### src/rtl/dshot_pkg.sv
// Shared DShot definitions: field widths, scheduler states and the CRC helper.
package dshot_pkg;

  localparam int DSHOT_THROTTLE_W = 11;
  localparam int DSHOT_PKT_W      = 16;
  localparam int DSHOT_CMD_MAX    = 47;

  typedef enum logic [1:0] {IDLE, LOAD, WAIT, GAP} dshot_state_t;

  // One motor's command word as held in the shadow and active banks.
  typedef struct packed {
    logic [DSHOT_THROTTLE_W-1:0] throttle;
    logic                        tlm;
  } dshot_cmd_t;

  // DShot checksum: XOR of the three nibbles of the 12-bit payload.
  function automatic logic [3:0] dshot_crc(input logic [11:0] d12);
    return d12[11:8] ^ d12[7:4] ^ d12[3:0];
  endfunction

endpackage

### src/rtl/dshot_pkt_former.sv
// Combinational DShot packet builder: payload plus checksum, forced to zero when disarmed.
module dshot_pkt_former
  import dshot_pkg::*;
(
  input  logic [DSHOT_THROTTLE_W-1:0] i_throttle,
  input  logic                        i_tlm,
  input  logic                        i_arm,
  output logic [DSHOT_PKT_W-1:0]      o_packet
);

  logic [11:0] w_d12;

  // Disarmed motors always get throttle 0 / no telemetry, with a matching checksum.
  always_comb begin
    w_d12 = 12'd0;
    if (i_arm) begin
      w_d12 = {i_throttle, i_tlm};
    end
    o_packet = {w_d12, dshot_crc(w_d12)};
  end

endmodule

### src/rtl/dshot_scheduler.sv
// Round-robin scheduler sharing one DShot serializer across NUM_MOTORS channels.
module dshot_scheduler
  import dshot_pkg::*;
#(
  parameter  int NUM_MOTORS   = 4,
  parameter  int FRAME_PERIOD = 2000,
  parameter  int GAP_CYCLES   = 2,
  parameter  int TIMEOUT      = 255,
  localparam int MW           = (NUM_MOTORS > 1) ? $clog2(NUM_MOTORS) : 1
) (
  input  logic                        clock,
  input  logic                        reset,
  input  logic                        wr_en,
  input  logic [MW-1:0]               wr_addr,
  input  logic [DSHOT_THROTTLE_W-1:0] wr_throttle,
  input  logic                        wr_tlm,
  input  logic                        arm,
  input  logic                        enable,
  input  logic                        ser_done,
  output logic                        ser_load,
  output logic [DSHOT_PKT_W-1:0]      ser_data,
  output logic [MW-1:0]               motor_sel,
  output logic                        round_start,
  output logic                        overrun,
  output logic                        timeout_err,
  input  logic                        err_clear
);

  localparam int PW       = (FRAME_PERIOD > 1) ? $clog2(FRAME_PERIOD) : 1;
  localparam int TW       = (TIMEOUT > 0) ? $clog2(TIMEOUT + 1) : 1;
  localparam int GW       = (GAP_CYCLES > 1) ? $clog2(GAP_CYCLES) : 1;
  localparam int GAP_LAST = (GAP_CYCLES > 0) ? GAP_CYCLES - 1 : 0;

  localparam logic [PW-1:0] PERIOD_LAST = PW'(FRAME_PERIOD - 1);
  localparam logic [TW-1:0] WAIT_LAST   = TW'(TIMEOUT);
  localparam logic [GW-1:0] GAP_END     = GW'(GAP_LAST);
  localparam logic [MW-1:0] MOTOR_LAST  = MW'(NUM_MOTORS - 1);

  dshot_cmd_t                r_shadow [NUM_MOTORS];
  dshot_cmd_t                r_active [NUM_MOTORS];
  dshot_state_t              r_state;
  logic [PW-1:0]             r_periodCnt;
  logic [TW-1:0]             r_waitCnt;
  logic [GW-1:0]             r_gapCnt;
  logic [MW-1:0]             r_motorSel;
  logic                      r_serLoad;
  logic [DSHOT_PKT_W-1:0]    r_serData;
  logic                      r_roundStart;
  logic                      r_overrun;
  logic                      r_timeoutErr;

  logic                      w_tick;
  dshot_cmd_t                w_servedCmd;
  logic [DSHOT_PKT_W-1:0]    w_packet;

  assign w_tick      = (r_periodCnt == PERIOD_LAST);
  assign ser_load    = r_serLoad;
  assign ser_data    = r_serData;
  assign motor_sel   = r_motorSel;
  assign round_start = r_roundStart;
  assign overrun     = r_overrun;
  assign timeout_err = r_timeoutErr;

  // Free-running frame period counter; keeps counting even while disabled.
  always_ff @(posedge clock or posedge reset) begin
    if (reset) begin
      r_periodCnt <= '0;
    end else if (w_tick) begin
      r_periodCnt <= '0;
    end else begin
      r_periodCnt <= r_periodCnt + PW'(1);
    end
  end

  // Shadow bank written by the flight controller; out-of-range indices match no entry.
  always_ff @(posedge clock or posedge reset) begin
    if (reset) begin
      for (int m = 0; m < NUM_MOTORS; m++) begin
        r_shadow[m] <= '0;
      end
    end else begin
      for (int m = 0; m < NUM_MOTORS; m++) begin
        if (wr_en && (int'(wr_addr) == m)) begin
          r_shadow[m] <= '{throttle: wr_throttle, tlm: wr_tlm};
        end
      end
    end
  end

  // Select the active command of the motor currently being served.
  always_comb begin
    w_servedCmd = '0;
    for (int m = 0; m < NUM_MOTORS; m++) begin
      if (r_motorSel == MW'(m)) begin
        w_servedCmd = r_active[m];
      end
    end
  end

  dshot_pkt_former u_pktFormer (
    .i_throttle (w_servedCmd.throttle),
    .i_tlm      (w_servedCmd.tlm),
    .i_arm      (arm),
    .o_packet   (w_packet)
  );

  // Round sequencer: snapshot the shadow bank, then load/wait/gap once per motor.
  always_ff @(posedge clock or posedge reset) begin
    if (reset) begin
      r_state      <= IDLE;
      r_waitCnt    <= '0;
      r_gapCnt     <= '0;
      r_motorSel   <= '0;
      r_serLoad    <= 1'b0;
      r_serData    <= '0;
      r_roundStart <= 1'b0;
      r_overrun    <= 1'b0;
      r_timeoutErr <= 1'b0;
      for (int m = 0; m < NUM_MOTORS; m++) begin
        r_active[m] <= '0;
      end
    end else begin
      r_serLoad    <= 1'b0;
      r_roundStart <= 1'b0;

      // Clear first so that a set event on the same edge overrides it.
      if (err_clear) begin
        r_overrun    <= 1'b0;
        r_timeoutErr <= 1'b0;
      end
      if (w_tick && (r_state != IDLE)) begin
        r_overrun <= 1'b1;
      end

      case (r_state)
        IDLE: begin
          if (w_tick && enable) begin
            for (int m = 0; m < NUM_MOTORS; m++) begin
              r_active[m] <= r_shadow[m];
            end
            r_roundStart <= 1'b1;
            r_motorSel   <= '0;
            r_state      <= LOAD;
          end
        end
        LOAD: begin
          r_serLoad <= 1'b1;
          r_serData <= w_packet;
          r_waitCnt <= '0;
          r_state   <= WAIT;
        end
        WAIT: begin
          if (ser_done) begin
            r_gapCnt <= '0;
            r_state  <= GAP;
          end else if (r_waitCnt == WAIT_LAST) begin
            r_timeoutErr <= 1'b1;
            r_gapCnt     <= '0;
            r_state      <= GAP;
          end else begin
            r_waitCnt <= r_waitCnt + TW'(1);
          end
        end
        GAP: begin
          if (r_gapCnt == GAP_END) begin
            if (r_motorSel == MOTOR_LAST) begin
              r_state <= IDLE;
            end else begin
              r_motorSel <= r_motorSel + MW'(1);
              r_state    <= LOAD;
            end
          end else begin
            r_gapCnt <= r_gapCnt + GW'(1);
          end
        end
        default: begin
          r_state <= IDLE;
        end
      endcase
    end
  end

endmodule

### config.mk
export PLATFORM = sky130hd
export DESIGN_NAME = dshot_scheduler
export DESIGN_NICKNAME = d
export VERILOG_FILES = /design/src/rtl/dshot_pkg.sv /design/src/rtl/dshot_pkt_former.sv /design/src/rtl/dshot_scheduler.sv
export SDC_FILE = /design/constraint.sdc
export NUM_CORES = 1
export LEC_CHECK = 0
export ABC_CLOCK_PERIOD_IN_PS = 5800
export CORE_UTILIZATION = 61
export CTS_BUF_LIST = sky130_fd_sc_hd__clkbuf_4
export DETAILED_ROUTE_END_ITERATION = 16
export HOLD_SLACK_MARGIN = 0.1
export PLACE_DENSITY_LB_ADDON = 0.1
export SYNTH_ARGS = -nofsm -noshare
export SYNTH_HDL_FRONTEND = slang
export SYNTH_SLANG_ARGS = --single-unit
### constraint.sdc
create_clock -name clock -period 5.8 [get_ports clock]
set_input_delay 0.58 -clock clock [delete_from_list [all_inputs] [get_ports clock]]
set_output_delay 0.58 -clock clock [all_outputs]
set_load 0.005 [all_outputs]
# Word level (Yosys, flattened, before mapping)
# Index checks and enable logic that the tools add are counted.
# totals
reg_bits	140
output_inout_bits	22
wordCells	100
# op_classes
n_addsub	4
eq_ne	17
n_mux	32
bitwise_logic	2
reduce_logical	19
# ops
cell	count
$mux W12	5
$mux W8	2
$pmux W8 S2	1
$mux W2	7
$mux W1	13
$eq A2 B2 Y1 const B	6
$add A11 B1 Y11 const B	1
$eq A11 B11 Y1 const B	1
$mux W11	1
$ne A2 B2 Y1 const B	5
$reduce_bool A2 Y1	5
$add A8 B1 Y8 const B	1
$eq A8 B8 Y1 const B	1
$pmux W2 S4	1
$xor A4 B4 Y4	2
$eq A2 B1 Y1 const B	3
$logic_and A1 B1 Y1	6
$logic_not A2 Y1	3
$reduce_and A3 Y1	2
$pmux W2 S2	1
$reduce_and A2 Y1	2
$reduce_and A4 Y1	1
$ne A3 B3 Y1 const B	1
$add A2 B1 Y2 const B	1
2 further kinds	2

# Logic depth before layout (Yosys ltp)
# logic_depth
ltp_word	8
ltp_mapped	8

# Hierarchy
# Synthesis repeated with hierarchy kept, for this count alone.
# unflattened
hier_cells	478
area_unflattened_um2	6299.8
# modules_own_cells
mod	instances	cells_each	area_each_um2	seq_area_each_um2
dshot_scheduler	1	453	6085.8	3503.4
dshot_pkt_former	1	25	214.0	0.0

# Least setup slack after synthesis
# No wires, ideal clock.
# synth_timing
path_kind	register to register
from	register r_motorSel[0], in the netlist motor_sel[0]
to	register r_serData[0], in the netlist ser_data[0]
setup_time_ns	0.125
arrival_time_ns	2.096
required_ns	5.675
path_slack_ns	3.580
stages_incl_launch_ff	9
n_path_buf	2
path_cell_list	dfrtp_1 -> inv_1 -> ha_1 -> clkbuf_1 -> clkbuf_1 -> a221oi_1 -> o21ai_0 -> xor3_1 -> mux2_2
# synth_between
elab_chain_len	8
word_cells_on_any_way	11
# synth_lines
item	line_no	source
start: declaration	dshot_scheduler.sv:45	logic [MW-1:0] r_motorSel;
start signal: assignment	dshot_scheduler.sv:169	r_motorSel <= r_motorSel + MW'(1);
$logic_not A2 Y1	dshot_scheduler.sv:94	if (r_motorSel == MW'(m)) begin
$mux W12 (3 in a row)	dshot_scheduler.sv:94	
$mux W12 (*)	dshot_scheduler.sv:94	
$mux W12 (*)	dshot_pkt_former.sv:16	if (i_arm) begin
$xor A4 B4 Y4	dshot_pkg.sv:18	return d12[11:8] ^ d12[7:4] ^ d12[3:0];
$xor A4 B4 Y4 (*)	dshot_pkg.sv:18	
end signal: assignment	dshot_scheduler.sv:148	r_serData <= w_packet;
end: declaration	dshot_scheduler.sv:47	logic [DSHOT_PKT_W-1:0] r_serData;
# Every way passes the cells marked *; elsewhere a longest branch is shown, timed or not.
# A chain may end at the register's enable or synchronous reset.

# Worst setup path after layout
# layout_timing
from	register r_motorSel[1], in the netlist motor_sel[1]
to	register r_serData[2], in the netlist ser_data[2]
# The elaborated chain is that of the path after synthesis.

==> flow_summary.ini <==
[hold_path]
min_path_type = reg -> reg

[outcome]
outcome = finished, final reports clean

[cts]
cts_resized = 0
cts_tree = yes
clk_latency_ns = 0.56
hold_buffers = 0
clock_sinks = 140
cts_buffer_depth = 2
postCtsSetupRepairBufs = 0
clk_pin_slew_ns = 0.11
htree_levels = 4
cts_made_buffers = 17
cts-root-buf = clkbuf_4

[sta]
hold_violations = 0
rsz0062_at_grt = false
worstMarginPinSlew_ns = 1.13
setup-tns-final_ns = 0
min_period_ns = 2.83
skew_ns = 0.0136
final-setup-viol-count = 0
fmax_ghz = 0.353
finalCritPeriodShare_pct = 48.9
drv_slew = 0
relSlewSlack_pct = 24.4

[critical_path]
cp_data_required_time_ns = 6.24
worstPathArrival_ns = 3.28
critical_path_class = reg -> reg
rrSetupSlack_ns = 2.97
endpoint_kind = register
critPathMaxFanout = 18
startpoint_type = register

[grt]
grt_max_degree = 113
antenna_found_initial = 0
grt_pass1_wl_mm = 19.1
first_global_vias = 3714
grt_use_total_pct = 24.9
grt-ovfl-total = 0

[die]
die_x_um = 103
core_area_sq_um = 9820
die_h_um = 103
dieArea_sq_um = 10500
ios = 43
rows = 36
initial_utilization_pct = 63.0

[route]
drtIter0Drc = 180
vias_per_cell = 5.77
num_vias = 3757
wirelength_mm = 11.9
drtPass1Iterations = 4
drcViolationCount = 0
wire_per_inst_um = 18.2
ant_nets = 0

[logic_synthesis]
yosysMostFrequentCell = dfrtp_1
synth_flop_cell = dfrtp_1
yosys_warnings = 0
yosysTopAreaCell = dfrtp_1
syn-num-nets = 491
synthCells = 459
syn_area_per_cell_sq_um = 13.5
ys_seq_area_share_pct = 56.7
synth_edf_count = 0
synthArstFlopShare_pct = 100
synthTopCellsByCount = 140 x dfrtp_1, 103 x mux2_2, 25 x o21ai_0
synth_top_area_share_pct = 56.7
synth.ff_latch_count = 140
syn-cell-area_sq_um = 6180
synthTopCellsByArea = dfrtp_1 57%, mux2_2 19%, ha_1 2.2%
ys_types = 48

[run]
maxCapViolations = 0

[placed_design]
io_buffers = 42
place_inst = 619
gp_congestion = 0.775
dpl.hpwl_mm = 7.96

[finish]
multi_input_area_sq_um = 2520
area.growth.synth_to_final_pct = 12.7
antenna-diode-count = 0
regArea_sq_um = 3500
stdcell_count = 651
layout.nets = 537
drive_gt1_share_pct = 30.1
nFillCells = 704

[power]
vdd_drop_max_mv = 0.256
powerDensity_nw_per_um2 = 253
leakagePower_nw = 3.26
[placed cells by master, fill, tap and decap left out, drive strengths merged, types with 2 or more instances in the layout]
cell,count
a21boi,5
a21oi,10
a221o,5
a221oi,8
a22o,4
and2,3
and3,2
buf,3
clkbuf,21
clkdlybuf4s50,42
clkinv,6
clkinvlp,2
dfrtp,140
ha,11
inv,22
mux2,112
nand2,19
nand3,13
nand3b,6
nand4,2
nor2,15
nor2b,6
nor3,4
o21ai,26
o41ai,2
or3,2
xnor2,4
xor2,5
xor3,4
[sequential cells by signal, indices dropped and copies added, names as in the netlist]
name,flops
ser_data,16
ser_load,1
r_periodCnt,11
r_active,48
round_start,1
r_shadow,48
r_state,2
motor_sel,2
r_waitCnt,8
r_gapCnt,1
overrun,1
timeout_err,1
[critical path, stage by stage (launching register included)]
cell	delay, ns
dfrtp_1	0.46
inv_1	0.11
ha_1	0.55
nor2b_1	0.27
a221oi_1	0.46
o21ai_0	0.22
xor3_1	0.38
mux2_2	0.27
[cell families after synthesis]
logic type / count (synthesis) / share of synthesized area, %
buf+inv: 38 / 2.63
simple gates: 77 / 6.92
mux: 113 / 21.1
fa+ha+maj: 11 / 2.23
flops: 140 / 56.7
compound gates: 67 / 7.65
xor+xnor: 13 / 2.81
[layer usage]
layer  track usage [%]  vias to the layer above  wire, um
met3              6.51                       19       420
li1                  -                     1744         -
met2              40.1                       68      5790
met5                 0                        -         0
met4              9.89                        0       182
met1              32.6                     1926      5490
[power by group]
group / leakage, nW / internal (W) / total [W] / switching, W
combinational: 1.27 / 0.0000651 / 0.000114 / 0.0000489
clock: 0.141 / 0.000230 / 0.000579 / 0.000349
sequential: 1.84 / 0.00104 / 0.00107 / 0.0000313
[worst paths after layout]
path                           startpoint  depth (start not counted)              to
setup / recovery             motor_sel[1]                          7     ser_data[2]
min in group asynchronous           reset                          2    r_shadow[42]
setup reg to reg             motor_sel[1]                          7     ser_data[2]
hold reg to reg            r_periodCnt[0]                          1  r_periodCnt[0]
hold / removal             r_periodCnt[0]                          1  r_periodCnt[0]
max in group asynchronous           reset                          3    r_active[27]
[final cells by class]
class	instances	area share, %
Sequential cell	140	50.3
Multi-Input combinational cell	281	36.2
Timing Repair Buffer	45	6.36
Tap cell	133	2.39
Clock buffer	21	2.26
Clock inverter	11	1.36
Inverter	20	1.15
[metrics by stage]
| step | setup slack, ns | power (W) | hold slack, ns | area (sq um) | util (%) |
|---|---|---|---|---|---|
| 2_1_floorplan | 1.47 | 0.00116 | 0.455 | 6180 | - |
| 3_3_place_gp | 3.11 | 0.00120 | 0.471 | 6720 | 68.4 |
| 3_5_place_dp | 2.98 | 0.00121 | 0.483 | 6720 | 68.4 |
| 4_1_cts | 3.00 | 0.00178 | 0.499 | 6970 | 71.0 |
| 5_1_grt | 2.77 | 0.00184 | 0.514 | 6970 | 71.0 |
| 6_report | 2.97 | 0.00176 | 0.496 | 6970 | 71.0 |
Power figures use the tool's default switching activity.
